==> config.mk <==
export PLATFORM = sky130hd
export DESIGN_NAME = ps2_key_encoder
export DESIGN_NICKNAME = d
export VERILOG_FILES = /design/src/rtl/ps2_key_pkg.sv /design/src/rtl/ps2_evt_fifo.sv /design/src/rtl/ps2_key_encoder.sv
export SDC_FILE = /design/constraint.sdc
export NUM_CORES = 1
export LEC_CHECK = 0
export BUFFER_PORTS_ARGS = -buffer_cell sky130_fd_sc_hd__buf_2
export CAP_MARGIN = 0
export CORE_UTILIZATION = 57
export CTS_CLUSTER_DIAMETER = 200
export DETAILED_ROUTE_END_ITERATION = 8
export PLACE_DENSITY = 0.81
export SLEW_MARGIN = 40
export SYNTH_ARGS = -nofsm -noshare
export SYNTH_HDL_FRONTEND = slang
export SYNTH_HIERARCHICAL = 1
export SYNTH_SLANG_ARGS = --single-unit
==> constraint.sdc <==
create_clock -name clk_sys -period 4.9 [get_ports clk_sys]
set_input_delay 0 -clock clk_sys [delete_from_list [all_inputs] [get_ports clk_sys]]
set_output_delay 0 -clock clk_sys [all_outputs]
set_load 0.01 [all_outputs]
==> src/rtl/ps2_key_pkg.sv <==
// Shared PS/2 key-event definitions used by the encoder and the keyboard decoder.
package ps2_key_pkg;

  localparam int unsigned KEY_STROBE_BIT  = 10;
  localparam int unsigned KEY_PRESSED_BIT = 9;
  localparam int unsigned KEY_EXT_BIT     = 8;
  localparam int unsigned KEY_CODE_W      = 8;
  localparam int unsigned KEY_W           = KEY_STROBE_BIT + 1;
  localparam int unsigned KEY_ENTRY_W     = KEY_CODE_W + 1;

  // One queued key event: {pressed, extended, scancode}
  typedef struct packed {
    logic                  pressed;
    logic                  ext;
    logic [KEY_CODE_W-1:0] code;
  } ps2_evt_t;

  localparam int unsigned EVT_W = $bits(ps2_evt_t);

  // Bit width able to index n items, never narrower than one bit
  function automatic int unsigned min1_clog2(input int unsigned n);
    return (n > 1) ? $clog2(n) : 1;
  endfunction

endpackage

==> src/rtl/ps2_evt_fifo.sv <==
// Small synchronous first-word fall-through FIFO for queued key events.
module ps2_evt_fifo #(
  parameter int unsigned DEPTH = 8,
  parameter int unsigned W     = 10
) (
  input  logic                     clk,
  input  logic                     rst_n,
  input  logic                     push,
  input  logic [W-1:0]             wdata,
  input  logic                     pop,
  output logic [W-1:0]             rdata_c,
  output logic                     full,
  output logic                     empty,
  output logic [$clog2(DEPTH):0]   level
);

  localparam int unsigned AW = $clog2(DEPTH);
  localparam int unsigned LW = AW + 1;

  logic [W-1:0]  mem [DEPTH];
  logic [AW-1:0] wr_ptr;
  logic [AW-1:0] rd_ptr;
  logic [LW-1:0] level_nxt;
  logic          push_ok;
  logic          pop_ok;

  // A pop frees a slot in the same cycle, so a full FIFO may still accept a push alongside it
  assign pop_ok  = pop && !empty;
  assign push_ok = push && (!full || pop_ok);
  assign rdata_c = mem[rd_ptr];

  // Next occupancy
  always_comb begin
    level_nxt = level;
    if (push_ok && !pop_ok) begin
      level_nxt = level + LW'(1);
    end else if (!push_ok && pop_ok) begin
      level_nxt = level - LW'(1);
    end
  end

  // Storage array, no reset needed
  always_ff @(posedge clk) begin
    if (push_ok) begin
      mem[wr_ptr] <= wdata;
    end
  end

  // Pointers, occupancy and registered flags
  always_ff @(posedge clk or negedge rst_n) begin
    if (!rst_n) begin
      wr_ptr <= '0;
      rd_ptr <= '0;
      level  <= '0;
      full   <= 1'b0;
      empty  <= 1'b1;
    end else begin
      if (push_ok) wr_ptr <= wr_ptr + AW'(1);
      if (pop_ok)  rd_ptr <= rd_ptr + AW'(1);
      level <= level_nxt;
      full  <= (level_nxt == LW'(DEPTH));
      empty <= (level_nxt == '0);
    end
  end

endmodule

==> src/rtl/ps2_key_encoder.sv <==
// Turns level key states into a paced stream of PS/2 toggle-strobe key events.
module ps2_key_encoder
  import ps2_key_pkg::*;
#(
  parameter int unsigned NUM_KEYS   = 8,
  parameter int unsigned FIFO_DEPTH = 8,
  parameter int unsigned GAP_CYCLES = 16
) (
  input  logic                            clk_sys,
  input  logic                            reset_n,
  input  logic [NUM_KEYS-1:0]             keys,
  input  logic [KEY_ENTRY_W*NUM_KEYS-1:0] key_codes,
  output logic [KEY_W-1:0]                ps2_key,
  output logic                            pending,
  output logic [$clog2(FIFO_DEPTH):0]     fifo_level
);

  localparam int unsigned IW = min1_clog2(NUM_KEYS);
  localparam int unsigned GW = min1_clog2(GAP_CYCLES);

  logic [IW-1:0]          scan_idx;
  logic [NUM_KEYS-1:0]    reported;
  logic [GW-1:0]          gap_cnt;
  logic                   key_now_c;
  logic                   rep_now_c;
  logic [KEY_ENTRY_W-1:0] entry_c;
  logic                   push_c;
  logic                   pop_c;
  ps2_evt_t               push_evt_c;
  logic [EVT_W-1:0]       head_c;
  logic                   fifo_full;
  logic                   fifo_empty;

  // Select the level, last reported state and code of the key under scan
  always_comb begin
    key_now_c = 1'b0;
    rep_now_c = 1'b0;
    entry_c   = '0;
    for (int unsigned k = 0; k < NUM_KEYS; k++) begin
      if (scan_idx == IW'(k)) begin
        key_now_c = keys[k];
        rep_now_c = reported[k];
        entry_c   = key_codes[KEY_ENTRY_W*k +: KEY_ENTRY_W];
      end
    end
  end

  // Event for the scanned key; a full FIFO defers it to the next scan of that key
  always_comb begin
    push_evt_c         = '0;
    push_evt_c.pressed = key_now_c;
    push_evt_c.ext     = entry_c[KEY_CODE_W];
    push_evt_c.code    = entry_c[KEY_CODE_W-1:0];
  end

  assign push_c  = (key_now_c != rep_now_c) && !fifo_full;
  assign pop_c   = !fifo_empty && (gap_cnt == '0);
  assign pending = !fifo_empty;

  // Scanner: walk the keys and remember the state last queued for each
  always_ff @(posedge clk_sys or negedge reset_n) begin
    if (!reset_n) begin
      scan_idx <= '0;
      reported <= '0;
    end else begin
      scan_idx <= (scan_idx == IW'(NUM_KEYS - 1)) ? '0 : scan_idx + IW'(1);
      for (int unsigned k = 0; k < NUM_KEYS; k++) begin
        if (push_c && (scan_idx == IW'(k))) begin
          reported[k] <= key_now_c;
        end
      end
    end
  end

  // Emitter: present the head event with a fresh strobe, then hold off GAP_CYCLES
  always_ff @(posedge clk_sys or negedge reset_n) begin
    if (!reset_n) begin
      ps2_key <= '0;
      gap_cnt <= '0;
    end else if (pop_c) begin
      ps2_key <= {~ps2_key[KEY_STROBE_BIT], head_c};
      gap_cnt <= GW'(GAP_CYCLES - 1);
    end else if (gap_cnt != '0) begin
      gap_cnt <= gap_cnt - GW'(1);
    end
  end

  ps2_evt_fifo #(
    .DEPTH (FIFO_DEPTH),
    .W     (EVT_W)
  ) u_fifo (
    .clk     (clk_sys),
    .rst_n   (reset_n),
    .push    (push_c),
    .wdata   (push_evt_c),
    .pop     (pop_c),
    .rdata_c (head_c),
    .full    (fifo_full),
    .empty   (fifo_empty),
    .level   (fifo_level)
  );

endmodule

==> impl_results.md, run 1 <==
* CP endpoint kind: flip-flop
* Pin count of the biggest net entering global routing at 39
* DIE HEIGHT at 104 um
* Port Buffers at 97
* DR iter-0 viols at 299
* Clock Sinks at 118
* Mapped cell area at 0.00588 mm^2
* Synth top area cells: edfxtp_1 41%, dfrtp_1 16%, mux4_2 7.7%, mux2_2 4.2%, nand2_1 3.4%
* Gate Count Post-Synth at 467
* Detailed Routing Iterations Pass 1 at 5
* Fin nets at 671
* Drt via density at 5.89
* Clock slew at reported path FFs at 0.06 ns
* Initial antenna violation count at 0
* Post-CTS Setup Bufs at 0
* Initial Utilization at 59.6%
* FFs w/ async S/R, synth at 32.2%
* H-tree Lvls at 4
* Measured slew at the worst slew-check pin at 0.845 ns
* Setup TNS at 0 ns
* WL final at 14000 um
* DR DRC count at 0
* Fmax at 241 MHz
* Tot GR Track Use at 27.7%
* Final period util at 84.6%
* Die width at 104 um
* # setup viols final at 0
* Layout cell share with drive strength beyond 1 at 37.1%
* Crit path max fanout at 19
* Worst setup margin at 0.754 ns
* CTS buffer count at 17
* Post-synthesis sequential area ratio at 57.1%
* Synth Area per Inst at 12.6 um^2
* Yosys top cell area share at 40.9%
* Seq cells post-synth at 118
* Slew headroom at 43.3%
* Global-route wire length before repair at 22300 um
* Top-count cell post-synth: edfxtp_1
* Layout area overhead at 22.2%
* Top_reg_cell synth: edfxtp_1
* Row cnt at 36
* Final Hold Vio Count at 0
* Cts hold-fix bufs at 12
* RSZ-0062 raised after global routing: no
* HP Class: input pin to asynchronous set/reset pin
* Syn Nets at 560
* Core Region at 0.00986 mm^2
* Worst Path Arrival at 4.27 ns
* Design Area, Final at 0.00718 mm^2
* P per Cell Area at 508 mW/mm^2
* Antenna-violating nets left at 0
* Max clock buf depth at 2
* Worst skew pair latency at 0.51 ns
* Post-synth cell types at 56
* Max-cap violations at 0
* DP Area at 0.00648 mm^2
* Crit path kind: flip-flop to flip-flop
* Vias in the first global route at 4256
* Synth warn at 6
* Synth area leader: edfxtp_1
* Min Tclk post-route at 4.15 ns
* Io pins at 98
* Peak supply drop at 0.000222 V
* Ant. Diodes at 0
* CTS tree: yes
* Final Wtd Congestion at 0.881
* Synth top cells by count: 80 x edfxtp_1, 54 x nand2_1, 37 x dfrtp_1
* Slew Limit Fails at 0
* LEAKAGE at 0.00282 uW
* Setup Skew at 0.00705 ns
* Status: complete, no violations
* Vias at 4267
* Grt ovf at 0
* Per-cell routed wire length at 19.4 um
* CP required at 5.03 ns
* Clk root buf: clkbuf_8
* Crit path launch type: flip-flop
* Post-synth EDFFs at 80
* Worst setup slack after placement at 0.786 ns
* CTS resizes at 0
* Estimated wirelength of the detail-placed design at 9210 um
* DIE AREA at 0.0107 mm^2
where the power goes:
part | total, uW | switching, uW | internal (uW)
logic | 960 | 455 | 504
clock network | 1180 | 434 | 743
registers | 1510 | 200 | 1310
through the flow:
step,util (%),hold slack (ns),instances,power [uW]
2_1_floorplan,-,-0.296,467,2150
3_3_place_gp,65.3,0.153,680,2400
3_5_place_dp,65.7,0.00917,680,2450
4_1_cts,72.7,0.0106,724,3660
5_1_grt,72.8,0.0360,724,3810
6_report,72.8,0.00805,724,3650
metal layers:
layer | up-vias | wire, um | global-route usage, %
met5 | - | 0 | 0
met4 | 0 | 222 | 9.01
met3 | 21 | 651 | 5.92
met2 | 177 | 7330 | 48.4
met1 | 2123 | 5810 | 34.3
li1 | 1946 | - | -
sequential cells by signal, summed over array words and instances (netlist names):
name,count
u_fifo/empty,1
ps2_key,11
u_fifo/rd_ptr,3
u_fifo/level,4
gap_cnt,4
u_fifo/mem,80
u_fifo/full,1
scan_idx,3
u_fifo/wr_ptr,3
reported,8
cell families (layout without fill, tap and decap cells):
logic type      after synthesis  after routing  share of synthesized area (%)
xor+xnor                      9              9                           1.34
mux                          43             43                           12.1
simple gates                115            115                           9.16
flops                       118            118                           57.1
fa+ha+maj                    11             11                           2.34
compound gates              117            117                           13.4
buf+inv                      54            178                           4.62
path summary, 6_finish.rpt:
kind	endpoint	depth (start not counted)	start	slack, ns
setup reg to reg	u_fifo/mem[2][3]	11	scan_idx[2]	0.75
min in group clk_sys	u_fifo/mem[2][0]	3	key_codes[54]	0.06
hold reg to reg	ps2_key[10]	1	ps2_key[10]	0.46
hold / removal	ps2_key[2]	2	reset_n	0.008
setup / recovery	u_fifo/mem[2][3]	11	scan_idx[2]	0.75
max in group asynchronous	u_fifo/rd_ptr[1]	2	reset_n	4.51
worst max-delay path, cell delays in order (launching register included):
cell and delay [ns]:
dfrtp_1 0.55, inv_2 0.17, ha_1 0.59, or2b_1 0.18
o311a_1 0.14, nand4_1 0.10, a21oi_2 0.49, xnor2_1 0.11
nor2_1 0.24, a21boi_2 0.33, nand2b_1 0.18, nor2_1 0.66
cell type report:
cell class	instances	area, um^2
sequential	118	3360
tap	133	166
clock inverter	11	95.1
inverter	25	93.8
fill	624	2680
clock buffer	21	482
timing repair buffer	121	698
multi-input combinational	295	2290
cells in the final DEF (no fill, tap or decap), drive strengths merged, types with 4 or more instances in the layout:
cell         instances
inv                 26
o21a                 4
a21oi               23
xnor2                5
nor3                 5
a211oi              10
nand2b               9
clkinv               6
mux2                23
o21ai               38
xor2                 4
buf                109
nor2b                5
mux4                20
a31oi               13
o31ai               15
ha                  11
dfrtp               37
dlygate4sd3         12
nor2                28
clkbuf              21
edfxtp              80
nand2               54
(Power assumes the default switching activity.)
==> run 2, diff against run 1 <==
--- a/config.mk
+++ b/config.mk
@@ -7,10 +7,10 @@
 export LEC_CHECK = 0
 export BUFFER_PORTS_ARGS = -buffer_cell sky130_fd_sc_hd__buf_2
 export CAP_MARGIN = 0
-export CORE_UTILIZATION = 57
+export CORE_UTILIZATION = 51
 export CTS_CLUSTER_DIAMETER = 200
 export DETAILED_ROUTE_END_ITERATION = 8
-export PLACE_DENSITY = 0.81
+export PLACE_DENSITY = 0.76
 export SLEW_MARGIN = 40
 export SYNTH_ARGS = -nofsm -noshare
 export SYNTH_HDL_FRONTEND = slang
==> constraint.sdc (replaced) <==
create_clock -name clk_sys -period 3.8 [get_ports clk_sys]
set_input_delay 0 -clock clk_sys [delete_from_list [all_inputs] [get_ports clk_sys]]
set_output_delay 0 -clock clk_sys [all_outputs]
set_load 0.01 [all_outputs]
==> run 2 against run 1 <==
  * Register-to-register slack got worse by 0.34 ns
  * Critical endpoint is now u_fifo/mem[5][1]
  * Core utilization shrank 7.8 points
  * Critical path type unchanged
  * Power up 28%
  * First-iteration DRC count shrank 27%
  * Routed wire length fell by 9.9%
  * Via count down 2.4%
==> impl_results.md, run 2 (synthesized netlist as in run 1, its figures left out) <==
* Max clock buf depth at 2 (unchanged)
* P per Cell Area at 651 mW/mm^2 (+28%)
* Vias at 4165 (-2.4%)
* Crit path max fanout at 11 (-8)
* Global-route wire length before repair at 20600 um (-7.9%)
* Grt ovf at 0 (unchanged)
* Setup Skew at 0.0117 ns (+0.00470 ns)
* Reg-to-reg critical path startpoint: scan_idx[0]
* Measured slew at the worst slew-check pin at 0.541 ns (-0.304 ns)
* Port Buffers at 97 (unchanged)
* Hold slack at 0.0516 ns (+0.0435 ns)
* DIE HEIGHT at 109 um (+5.6%)
* R2r worst-path depth at 12 (+1)
* CP required at 3.90 ns (-1.13 ns)
* Clock slew at reported path FFs at 0.05 ns (about the same)
* Part of the power in combinational logic at 25.3% (-1.0 points)
* Final Wtd Congestion at 0.884 (+0.33%)
* Die width at 109 um (+5.6%)
* WL final at 12600 um (-9.9%)
* # setup viols final at 0 (unchanged)
* Largest Register: u_fifo/mem
* Net Switching at 1310 uW (+20%)
* Largest registers: u_fifo/mem: 80 flops, ps2_key: 11 flops, reported: 8 flops
* HP Class: input pin to flip-flop
* Worst Path Arrival at 3.49 ns (-0.78 ns)
* DP Area at 0.00657 mm^2 (+1.3%)
* Estimated wirelength of the detail-placed design at 8680 um (-5.7%)
* Max reg flops at 80 (unchanged)
* Per-cell routed wire length at 17.2 um (-11%)
* Fillers at 822 (+32%)
* Clock Sinks at 118 (unchanged)
* Design Area, Final at 0.00717 mm^2 (-0.19%)
* Peak supply drop at 0.000388 V (+75%)
* R2r setup slk at 0.41 ns (-0.34 ns)
* Detailed Routing Iterations Pass 1 at 5 (unchanged)
* CTS buffer count at 17 (unchanged)
* H-tree Lvls at 4 (unchanged)
* Min Tclk post-route at 3.39 ns (-0.759 ns)
* Vias in the first global route at 4190 (-1.6%)
* Setup TNS at 0 ns (unchanged)
* Critical R2R Capture: u_fifo/mem[5][1]
* Post-CTS Setup Bufs at 0 (unchanged)
* DR DRC count at 0 (unchanged)
* DR iter-0 viols at 217 (-27%)
* LEAKAGE at 0.00285 uW (+1.1%)
* RSZ-0062 raised after global routing: no
* Reg power frac at 42.0% (+0.5 points)
* Layout area overhead at 22.0%
* Commonest non-fill, non-tap cell in the layout: buf_2
* Drt via density at 5.66 (-4.0%)
* Internal cell power at 3360 uW (+31%)
* Initial antenna violation count at 0 (unchanged)
* Pin count of the biggest net entering global routing at 39 (unchanged)
* Crit path launch type: flip-flop
* Final period util at 89.1% (+4.5 points)
* Crit path kind: flip-flop to flip-flop
* Status: complete, no violations
* Antenna-violating nets left at 0 (unchanged)
* Sw Ratio at 28.0% (-1.9 points)
* Initial Utilization at 53.3% (-6.3 points)
* Row cnt at 38 (+5.6%)
* Max-cap violations at 0 (unchanged)
* Layout cell share with drive strength beyond 1 at 37.2% (+0.19 points)
* Worst Hold End: reported[6]
* Hold Startpoint: keys[6]
* Worst setup slack after placement at 0.398 ns (-0.388 ns)
* Fmax at 295 MHz (+22%)
* Worst skew pair latency at 0.41 ns (-0.10 ns)
* Tot GR Track Use at 23.5% (-4.1 points)
* Clock Power Share at 32.7% (+0.5 points)
* Hold path depth at 5
* CP endpoint kind: flip-flop
* Core Region at 0.0110 mm^2 (+12%)
* DIE AREA at 0.0120 mm^2 (+12%)
* Final Hold Vio Count at 0 (unchanged)
* Commonest cells after routing, fill and taps aside: 96 x buf_2, 80 x edfxtp_1, 54 x nand2_1, 36 x dfrtp_1, 28 x buf_4
* Io pins at 98 (unchanged)
* Clk root buf: clkbuf_16
* Crit path launch: scan_idx[0]
* Ant. Diodes at 0 (unchanged)
* Worst setup margin at 0.413 ns (-0.341 ns)
* Slew Limit Fails at 0 (unchanged)
* CTS tree: yes
* Slew headroom at 63.9% (+21 points)
* Fin nets at 676 (+0.75%)
-- run 2: cell count changes in the layout (fill, tap and decap cells not counted), moves of 2 or more --
cell / before / now
buf_4: 13 / 28
dlygate4sd3_1: 12 / 2
o31ai_1: 9 / 15
o31ai_2: 6 / 0
clkbuf_1: 1 / 4
clkinvlp_4: 3 / 0
nor2_1: 24 / 26
nor2_2: 4 / 2
-- run 2: layer usage --
metal  GRT usage [%]  part of all wire, %  vias to the layer above
met5               0                    0                        -
met4            9.62                  1.4                        0
met3            5.63                  5.3                       22
met2            40.5                   51                      172
met1            28.4                   42                     2006
li1                -                    -                     1965
-- run 2: power by group through the flow --
stage	clock network [uW]	logic (uW)	registers (uW)
after floorplan	0	879	1890
after global placement	0	1140	1960
after detailed placement	0	1170	1980
after CTS	1550	1190	1960
after global routing	1600	1300	2000
final	1530	1180	1960
-- run 2: through the flow --
stage | total power, uW | instances | util, %
5_1_grt | 4910 | 736 | 65.0
2_1_floorplan | 2770 | 467 | -
3_5_place_dp | 3140 | 702 | 59.5
3_3_place_gp | 3100 | 702 | 59.5
6_report | 4660 | 736 | 65.0
4_1_cts | 4710 | 736 | 65.0
-- run 2: critical path, stage by stage, from the launching register on --
cell,delay (ns)
dfrtp_1,0.42
inv_1,0.10
ha_1,0.41
inv_1,0.21
o311a_1,0.40
nand4_1,0.11
a21oi_2,0.08
xnor2_1,0.13
nor2_1,0.24
a21boi_2,0.33
nand2_1,0.17
nor2_1,0.26
buf_4,0.23
-- run 2: area by class of cell --
cell class                      instances  area (um^2)  area share (%)
Tap cell                              140          175            2.44
Timing Repair Buffer                  126          711            9.92
Clock inverter                          8         97.6            1.36
Sequential cell                       118         3360            46.8
Multi-Input combinational cell        295         2250            31.4
Clock buffer                           24          482            6.72
Inverter                               25         93.8            1.31
-- run 2: what timing repair did --
item,CTS,global route
hold endpoints to repair,39,0
hold buffers,2,0
resized for setup,0,0
-- run 2: worst max path at each step --
stage,endpoint,slack (ns),depth (start not counted)
finish,u_fifo/mem[5][1],0.41,12
global route,u_fifo/mem[5][6],0.12,12
CTS,u_fifo/mem[5][6],0.36,11
global placement,u_fifo/mem[5][6],0.56,11
detailed placement,u_fifo/mem[5][2],0.40,11
floorplan,u_fifo/mem[0][0],0.27,13
==> run 3, diff against run 2 <==
--- a/config.mk
+++ b/config.mk
@@ -14,5 +14,4 @@
 export SLEW_MARGIN = 40
 export SYNTH_ARGS = -nofsm -noshare
 export SYNTH_HDL_FRONTEND = slang
-export SYNTH_HIERARCHICAL = 1
 export SYNTH_SLANG_ARGS = --single-unit
==> run 3 against run 2 <==
  * Sequential share of layout area is 0.20 points higher
  * Synthesized area fell by 0.47%
  * Critical path depth stayed put
  * Critical endpoint is now u_fifo.mem[3][7]
  * Power rose by 9.5%
  * Clock power is essentially flat
==> impl_results.md, run 3 <==
* Status: complete, no violations
* Synth area leader: edfxtp_1
* Post-synth cell types at 63 (+13%)
* Yosys top cell area share at 41.1% (+0.19 points)
* CP endpoint kind: flip-flop
* Largest Register: u_fifo.mem
* Clock Sinks at 118 (unchanged)
* Vias in the first global route at 4002 (-4.5%)
* H-tree Lvls at 4 (unchanged)
* Global-route wire length before repair at 20300 um (-1.4%)
* Post-synth EDFFs at 80 (unchanged)
* Crit path launch type: flip-flop
* Final Wtd Congestion at 0.872 (-1.3%)
* CTS tree: yes
* Max-cap violations at 0 (unchanged)
* Worst Path Arrival at 3.50 ns (about the same)
* Slowest-stage cell, CP: ha_1
* Mux cell area share after synthesis at 11.0% (-1.1 points)
* Post-CTS Setup Bufs at 0 (unchanged)
* Ant. Diodes at 0 (unchanged)
* Max reg flops at 80 (unchanged)
* DR iter-0 viols at 291 (+34%)
* Synth top area cells: edfxtp_1 41%, dfrtp_1 16%, mux4_2 7.7%, a21oi_1 4.2%, nand2_1 2.9%
* CTS buffer count at 17 (unchanged)
* HP Class: input pin to asynchronous set/reset pin
* Syn Nets at 560 (unchanged)
* Pin count of the biggest net entering global routing at 39 (unchanged)
* Measured slew at the worst slew-check pin at 0.703 ns (+0.162 ns)
* Fin nets at 667 (-1.3%)
* Setup Skew at 0.00655 ns (-0.00520 ns)
* Design Area, Final at 0.00714 mm^2 (-0.42%)
* Slew headroom at 52.8% (-11 points)
* Layout cell share with drive strength beyond 1 at 33.7% (-3.5 points)
* Synth Area per Inst at 12.5 um^2 (-0.47%)
* Top_reg_cell synth: edfxtp_1
* Final period util at 89.4% (+0.24 points)
* DIE AREA at 0.0119 mm^2 (-0.46%)
* RSZ-0062 raised after global routing: no
* CP required at 3.91 ns (about the same)
* Synth warn at 0 (-6)
* Antenna-violating nets left at 0 (unchanged)
* Detailed Routing Iterations Pass 1 at 5 (unchanged)
* P per Cell Area at 715 mW/mm^2 (+9.9%)
* Initial antenna violation count at 0 (unchanged)
* LEAKAGE at 0.00285 uW (-0.11%)
* Final Hold Vio Count at 0 (unchanged)
* Xor/xnor cell area share of the yosys netlist at 2.05% (+0.71 points)
* Max clock buf depth at 2 (unchanged)
* Worst setup slack after placement at 0.472 ns (+0.0740 ns)
* Fmax at 294 MHz (-0.27%)
* Clk root buf: clkbuf_16
* FFs w/ async S/R, synth at 32.2% (unchanged)
* Grt ovf at 0 (unchanged)
* CP dominant cell by count: buf_4
* Drt via density at 5.61 (-0.80%)
* Tot GR Track Use at 23.2% (-0.35 points)
* Worst setup margin at 0.404 ns (-0.00916 ns)
* Min Tclk post-route at 3.40 ns (+0.00916 ns)
* Largest family of logic cells by synthesized area: compound AO/OA/AOI/OAI gates
* Crit path kind: flip-flop to flip-flop
* Gate Count Post-Synth at 467 (unchanged)
* Worst skew pair latency at 0.41 ns (about the same)
* DR DRC count at 0 (unchanged)
* WL final at 12500 um (-1.1%)
* Final Non-Filler Cells at 727 (-1.2%)
* Initial Utilization at 53.2% (about the same)
* Post-Synth Simple-Gate Area at 10.8% (+1.6 points)
* DP Area at 0.00655 mm^2 (-0.29%)
* Complex-gate fraction of the synthesized area at 12.8% (-0.60 points)
* Setup TNS at 0 ns (unchanged)
* Seq cells post-synth at 118 (unchanged)
* Top-count cell post-synth: edfxtp_1
* Clock slew at reported path FFs at 0.06 ns (about the same)
* Mapped cell area at 0.00585 mm^2 (-0.47%)
* Die width at 109 um (-0.23%)
* Peak supply drop at 0.000386 V (-0.50%)
* Core Region at 0.0110 mm^2 (-0.43%)
* Slew Limit Fails at 0 (unchanged)
* Estimated wirelength of the detail-placed design at 8690 um (about the same)
* Row cnt at 38 (unchanged)
* DIE HEIGHT at 109 um (-0.23%)
* Io pins at 98 (unchanged)
* Commonest non-fill, non-tap cell in the layout: buf_2
* Port Buffers at 97 (unchanged)
* Cell Chain, Critical Path: inv_1 > ha_1 > buf_4 > a211oi_1 > o21ai_0 > o2111ai_2 > a21oi_4 > xnor2_2 > nor2_4 > nand2_1 > nor3b_1 > buf_4
* # setup viols final at 0 (unchanged)
* Largest registers: u_fifo.mem: 80 flops, ps2_key: 11 flops, reported: 8 flops
* Layout area overhead at 22.0% (about the same)
* Dpl cells at 694 (-1.1%)
* Post-synthesis sequential area ratio at 57.4% (+0.27 points)
* Synth top cells by count: 80 x edfxtp_1, 49 x a21oi_1, 45 x nand2_1
* Commonest cells after routing, fill and taps aside: 96 x buf_2, 80 x edfxtp_1, 49 x a21oi_1, 45 x nand2_1, 36 x dfrtp_1
* Crit path max fanout at 33 (+22)
* Vias at 4081 (-2.0%)
* Per-cell routed wire length at 17.2 um (+0.12%)
* Critical Path Max Stage Delay at 0.44 ns (+0.02 ns)
* Synth Area in Adders at 2.35% (+0.011 points)
## run 3: changes by cell type in the layout (fill, tap and decap cells not counted), sizes merged, moves of 10 or more
cell,previous run,this run
o31ai,15,3
mux2i,0,10
a21oi,23,50
mux2,23,8
o21ai,38,26
## run 3: cells by family after synthesis
logic type      Yosys count
flops                   118
buf+inv                  46
mux                      38
simple gates            127
fa+ha+maj                11
xor+xnor                 12
compound gates          115
## run 3: path summary, 6_finish.rpt
path	start	endpoint	slack, ns	cells past startpoint
worst max-delay path	scan_idx[1]	u_fifo.mem[3][7]	0.40	12
worst min-delay path	reset_n	ps2_key[10]	0.1	2
worst max register to register	scan_idx[1]	u_fifo.mem[3][7]	0.40	12
worst min register to register	ps2_key[10]	ps2_key[10]	0.46	1
max in group asynchronous	reset_n	u_fifo.empty	3.33	2
min in group clk_sys	key_codes[66]	u_fifo.mem[4][3]	0.12	4
## run 3: timing repair
item,CTS,global route
gates resized for setup,0,0
hold endpoints to repair,38,0
hold buffers,1,0
## run 3: layer usage
layer / vias to the layer above / part of all wire, % / global-route usage [%]
li1: 1962 / - / -
met1: 1953 / 43 / 29.5
met2: 162 / 51 / 38.9
met3: 4 / 6.2 / 6.69
met4: 0 / 0.38 / 5.79
met5: - / 0 / 0
## run 3: critical path: cells and delay by family, from the launching register on
family,cells,cell delay [ns]
flip-flops,1,0.40
AND/OR/NAND/NOR,3,0.72
XOR/XNOR,1,0.13
buffers and inverters,3,0.69
adder cells (fa/ha/maj),1,0.44
AO/OA/AOI/OAI,4,0.72
## run 3: layout make-up
class / instances / area, um^2
Sequential cell: 118 / 3360
Clock buffer: 17 / 425
Fill cell: 786 / 3850
Timing Repair Buffer: 120 / 663
Clock inverter: 15 / 155
Tap cell: 140 / 175
Multi-Input combinational cell: 303 / 2310
Inverter: 14 / 52.6
## run 3: stage by stage
stage / total power (uW) / utilization, % / hold WS (ns)
after floorplan: 3130 / - / -0.296
after CTS: 5150 / 65.0 / 0.107
after global placement: 3520 / 59.5 / 0.152
after global routing: 5400 / 65.0 / 0.138
final: 5110 / 65.0 / 0.0988
after detailed placement: 3590 / 59.6 / 0.00229
## run 3: power by group
part           internal [uW]  switching [uW]  leakage [uW]
sequential              1750             283       0.00117
combinational            750             802       0.00140
clock                    965             561      0.000281
